`config.mk`:
```
export PLATFORM = sky130hd
export DESIGN_NAME = serial_adder
export DESIGN_NICKNAME = d
export VERILOG_FILES = /design/src/rtl/serial_adder.sv
export SDC_FILE = /design/constraint.sdc
export NUM_CORES = 1
export LEC_CHECK = 0
export CORE_MARGIN = 4
export CORE_UTILIZATION = 40
export DETAILED_ROUTE_END_ITERATION = 10
export GPL_TIMING_DRIVEN = 0
export SETUP_SLACK_MARGIN = 0.3
export SLEW_MARGIN = 20
export SYNTH_ARGS = -nofsm -noshare
export SYNTH_HDL_FRONTEND = slang
export SYNTH_SLANG_ARGS = --single-unit
export TNS_END_PERCENT = 1
```
`constraint.sdc`:
```
create_clock -name clk -period 1.7 [get_ports clk]
set_input_delay 0.34 -clock clk [delete_from_list [all_inputs] [get_ports clk]]
set_output_delay 0.34 -clock clk [all_outputs]
set_load 0.02 [all_outputs]
```
`src/rtl/serial_adder.sv`:
```
// Bit-serial adder/subtractor: one full adder and one carry flop, LSB first,
// one result bit per clock, with an IDLE/RUN/DONE control FSM.
module serial_adder #(
    parameter int WIDTH = 8
) (
    input  logic             clk,
    input  logic             rst,
    input  logic             start,
    input  logic [WIDTH-1:0] a,
    input  logic [WIDTH-1:0] b,
    input  logic             cin,
    input  logic             sub,
    output logic             busy,
    output logic             done,
    output logic [WIDTH-1:0] sum,
    output logic             cout,
    output logic             overflow,
    output logic [1:0]       dbg_state
);

    localparam int CW = $clog2(WIDTH + 1);

    typedef enum logic [1:0] {
        S_IDLE = 2'd0,
        S_RUN  = 2'd1,
        S_DONE = 2'd2
    } state_e;

    state_e state_q, state_d;

    logic [WIDTH-1:0] a_q, a_d;
    logic [WIDTH-1:0] b_q, b_d;
    logic [WIDTH-1:0] acc_q, acc_d;
    logic [WIDTH-1:0] sum_q, sum_d;
    logic             carry_q, carry_d;
    logic             cout_q, cout_d;
    logic             ovf_q, ovf_d;
    logic [CW-1:0]    cnt_q, cnt_d;

    logic fa_sum;
    logic fa_carry;
    logic last_bit;

    assign fa_sum   = a_q[0] ^ b_q[0] ^ carry_q;
    assign fa_carry = (a_q[0] & b_q[0]) | (carry_q & (a_q[0] ^ b_q[0]));
    assign last_bit = (cnt_q == CW'(WIDTH - 1));

    // State register
    always_ff @(posedge clk or posedge rst) begin
        if (rst) begin
            state_q <= S_IDLE;
        end else begin
            state_q <= state_d;
        end
    end

    // Next-state logic
    always_comb begin
        state_d = state_q;
        case (state_q)
            S_IDLE:  if (start) state_d = S_RUN;
            S_RUN:   if (last_bit) state_d = S_DONE;
            S_DONE:  state_d = S_IDLE;
            default: state_d = S_IDLE;
        endcase
    end

    // Outputs decoded from registered state only
    always_comb begin
        busy      = (state_q == S_RUN);
        done      = (state_q == S_DONE);
        dbg_state = state_q;
    end

    // Datapath next-state: subtraction is A + ~B + 1, so cout=1 means no borrow
    always_comb begin
        a_d     = a_q;
        b_d     = b_q;
        acc_d   = acc_q;
        sum_d   = sum_q;
        carry_d = carry_q;
        cout_d  = cout_q;
        ovf_d   = ovf_q;
        cnt_d   = cnt_q;
        case (state_q)
            S_IDLE: begin
                if (start) begin
                    a_d     = a;
                    b_d     = sub ? ~b : b;
                    carry_d = sub ? 1'b1 : cin;
                    cnt_d   = '0;
                end
            end
            S_RUN: begin
                a_d              = a_q >> 1;
                b_d              = b_q >> 1;
                acc_d            = acc_q >> 1;
                acc_d[WIDTH-1]   = fa_sum;
                carry_d          = fa_carry;
                cnt_d            = cnt_q + CW'(1);
                if (last_bit) begin
                    // carry_q here is the carry into the MSB
                    sum_d  = acc_d;
                    cout_d = fa_carry;
                    ovf_d  = carry_q ^ fa_carry;
                end
            end
            default: ;
        endcase
    end

    always_ff @(posedge clk or posedge rst) begin
        if (rst) begin
            a_q     <= '0;
            b_q     <= '0;
            acc_q   <= '0;
            sum_q   <= '0;
            carry_q <= 1'b0;
            cout_q  <= 1'b0;
            ovf_q   <= 1'b0;
            cnt_q   <= '0;
        end else begin
            a_q     <= a_d;
            b_q     <= b_d;
            acc_q   <= acc_d;
            sum_q   <= sum_d;
            carry_q <= carry_d;
            cout_q  <= cout_d;
            ovf_q   <= ovf_d;
            cnt_q   <= cnt_d;
        end
    end

    assign sum      = sum_q;
    assign cout     = cout_q;
    assign overflow = ovf_q;

endmodule

```
==> results.py <==
metrics = {
    "global_routing": {
        "met3_usage_pct": 5.21,
        "antenna_found_initial": 0,
        "grt.total_usage_pct": 16.1,
        "grt_busiest_layer": "met2",
        "grt_pass1_vias": 1422,
        "met1_usage_pct": 20.2,
        "grt_pass1_wl_mm": 6.70,
        "grt_use_met2_pct": 25.9,
        "grt_overflow_total": 0,
        "grt_max_degree": 27,
    },
    "floorplanning": {
        "core_um2": 4140,
        "rows": 23,
        "num_io_pins": 35,
        "initial_core_util_pct": 42.8,
        "dieArea_um2": 5570,
        "die_x_um": 74.6,
        "die_h_um": 74.6,
    },
    "setup_path": {
        "r2r_slack_ns": 0.1,
        "cpMaxStageDelayCell": "dfrtp_1",
        "cp.required_ns": 1.88,
        "critPathMaxStageDelay_ns": 0.39,
        "crit_chain": "ha_2 > nand2_1 > nor3_4 > buf_6 > mux2_1",
        "path_max_fanout": 5,
        "worst_r2r_path_depth": 5,
        "r2r-end": "sum[4]",
        "cp-end-kind": "flip-flop",
        "cp-start-kind": "flip-flop",
        "critPathKind": "flip-flop to flip-flop",
        "arrival_ns": 1.78,
        "r2r_start": "cnt_q[0]",
    },
    "synth": {
        "ys_seq_elements": 40,
        "seq_area_frac_synth_pct": 56.4,
        "synth_mux_area_share_pct": 6.91,
        "synth_xor_area_share_pct": 4.44,
        "synthTopCellsByArea": "dfrtp_1 (56%), nand2_1 (6.8%), mux2_1 (5.7%)",
        "ys_types": 29,
        "synth_top_area_share_pct": 56.4,
        "syn_area_per_cell_um2": 11.5,
        "synth_largest_area_cell": "dfrtp_1",
        "synth_compound_area_share_pct": 13.1,
        "syn_inst": 155,
        "syn_nets": 178,
        "synth_top_family_by_area": "compound AO/OA/AOI/OAI gates",
        "synth_adder_area_share_pct": 1.83,
        "yosysWarnings": 0,
        "netlist_area_um2": 1780,
        "synth-simple-area-share_pct": 12.5,
    },
    "clock_tree": {
        "clk_latency_ns": 0.29,
        "clkSinkCount": 40,
        "clock-root-buffer": "clkbuf_8",
        "clk_pin_slew_ns": 0.08,
        "clockBufferDepth": 2,
        "cts_tree": "yes",
        "h-tree-depth": 2,
        "cts_buffers": 5,
    },
    "power": {
        "power_mw": 4.26,
        "p_leak_nw": 1.16,
        "power_density_nw_per_um2": 1750,
        "ir_worst_vdd_uv": 615,
    },
    "final_layout": {
        "syn_to_final_growth_pct": 36.6,
        "nNetsFinal": 229,
        "diodes": 0,
        "post-route-util_pct": 58.5,
        "fill_cells": 363,
        "layout-drive-gt1-share_pct": 19.8,
        "stdcell_area_um2": 2430,
    },
    "timing": {
        "finClkSkew_ns": 0.00728,
        "holdWs_ns": 0.329,
        "period_share_pct": 94.4,
        "max-slew-margin-rel_pct": 76.3,
        "rsz0062_at_grt": "yes",
        "fin_crit_ns": 1.60,
        "max_freq_mhz": 623,
        "worst_pin_slew_ns": 0.355,
        "finalHoldViolCount": 0,
        "worst_slack_ns": 0.0951,
        "slew_violations": 0,
        "setup_viol": 0,
    },
    "run_status": {
        "run_status": "finished clean",
    },
    "route": {
        "via_per_inst": 5.28,
        "post_drt_wl_per_cell_um": 15.7,
        "dr.pass1.iters": 4,
        "vias": 1357,
        "postRouteAntennaNets": 0,
        "first_iter_violations": 77,
        "drc_errors": 0,
        "postRouteWirelength_mm": 4.02,
    },
    "placed_design": {
        "portBuffers": 33,
        "place_congestion": 0.770,
        "dpl_cell_area_um2": 2190,
        "hpwl_mm": 2.66,
        "place_ws_ns": -0.228,
    },
    "worst_hold_path": {
        "hold_class": "primary input to async pin",
    },
    "flow_run": {
        "cap_violations": 0,
    },
}
==> logic make-up (layout without fill, tap and decap cells) <==
family / Yosys count / count (layout)
simple gates: 49 / 49
mux: 11 / 11
xor+xnor: 9 / 9
compound gates: 31 / 31
flops: 40 / 40
fa+ha+maj: 2 / 2
buf+inv: 13 / 65
==> power by group <==
group          internal (mW)  leakage [nW]  switching [mW]
clock                  0.371        0.0515           0.326
sequential              1.35         0.516           0.263
combinational          0.981         0.593           0.968
total                   2.70          1.16            1.56
==> repair_timing <==
action,4_1_cts,5_1_grt
pin swaps,0,1
buffers inserted,4,5
hold buffers,0,0
gates resized for setup,20,14
endpoints found under the setup margin,30,45
gates cloned,0,1
==> how the worst max path moves through the flow <==
| stage | depth (start not counted) | from | slack [ns] | end |
|---|---|---|---|---|
| floorplan | 4 | dbg_state[1] | 0.25 | cout |
| global placement | 2 | rst | -0.48 | dbg_state[1] |
| detailed placement | 4 | dbg_state[1] | -0.23 | busy |
| CTS | 4 | dbg_state[0] | 0.09 | done |
| global route | 5 | cnt_q[0] | 0.03 | sum[4] |
| finish | 5 | cnt_q[0] | 0.1 | sum[4] |
==> Yosys cell counts (all sizes together) <==
cell and count:
ha 1, fa 1, nand2 32, and3 7
xor2 9, nor2b 1, clkinv 1, nand2b 2
nor2 2, o21ai 9, inv 2, a22o 3
o21bai 1, nand3 2, a221o 7, mux2i 1
mux2 10, o311ai 1, nor3 1, a32o 1
or2 1, a21oi 1, a22oi 8, dfrtp 40
and2 1, buf 10
==> worst max-delay path: cells and delay by family (launching register included) <==
| kind | cells | cell delay, ns |
|---|---|---|
| adders and majority gates | 1 | 0.23 |
| buffers and inverters | 1 | 0.16 |
| DFF | 1 | 0.39 |
| muxes | 1 | 0.32 |
| and+or+nand+nor | 2 | 0.37 |
==> layer usage <==
layer,part of all wire [%],wire length [µm],up-vias
met4,1.7,68,0
met5,0,0,-
met1,43,1740,671
met3,6.0,243,6
met2,49,1970,35
li1,-,-,645
==> state kept, by name, indices dropped and copies added, names as in the netlist <==
signal,flops
acc_q,7
dbg_state,2
cout,1
b_q,8
carry_q,1
cnt_q,4
sum,8
a_q,8
overflow,1
==> cell usage in the layout, fill, tap and decap left out, types with 3 or more instances in the layout <==
master,n
xor2_1,9
a22o_1,3
o21ai_0,9
clkbuf_8,7
buf_4,10
nand2_1,32
and3_1,7
dlygate4sd2_1,3
clkdlybuf4s50_1,27
a22oi_1,8
a221o_1,7
buf_6,8
dfrtp_1,38
mux2_1,9
==> stage by stage <==
| stage | setup TNS, ns | std cells |
|---|---|---|
| after floorplan | 0 | 155 |
| after global routing | 0 | 257 |
| after global placement | -15.49 | 238 |
| after detailed placement | -0.955 | 239 |
| final | 0 | 257 |
| after CTS | 0 | 251 |
==> cell type report <==
class	count	area, µm²	share of cell area, %
plain buffers	10	96.3	3.97
well taps	50	62.6	2.58
multi-input cells	102	717	29.6
flip-flops and latches	40	1000	41.4
clock buffers	8	100	4.13
inverters	3	16.3	0.670
repair buffers	44	430	17.7
(Power assumes the default switching activity.)
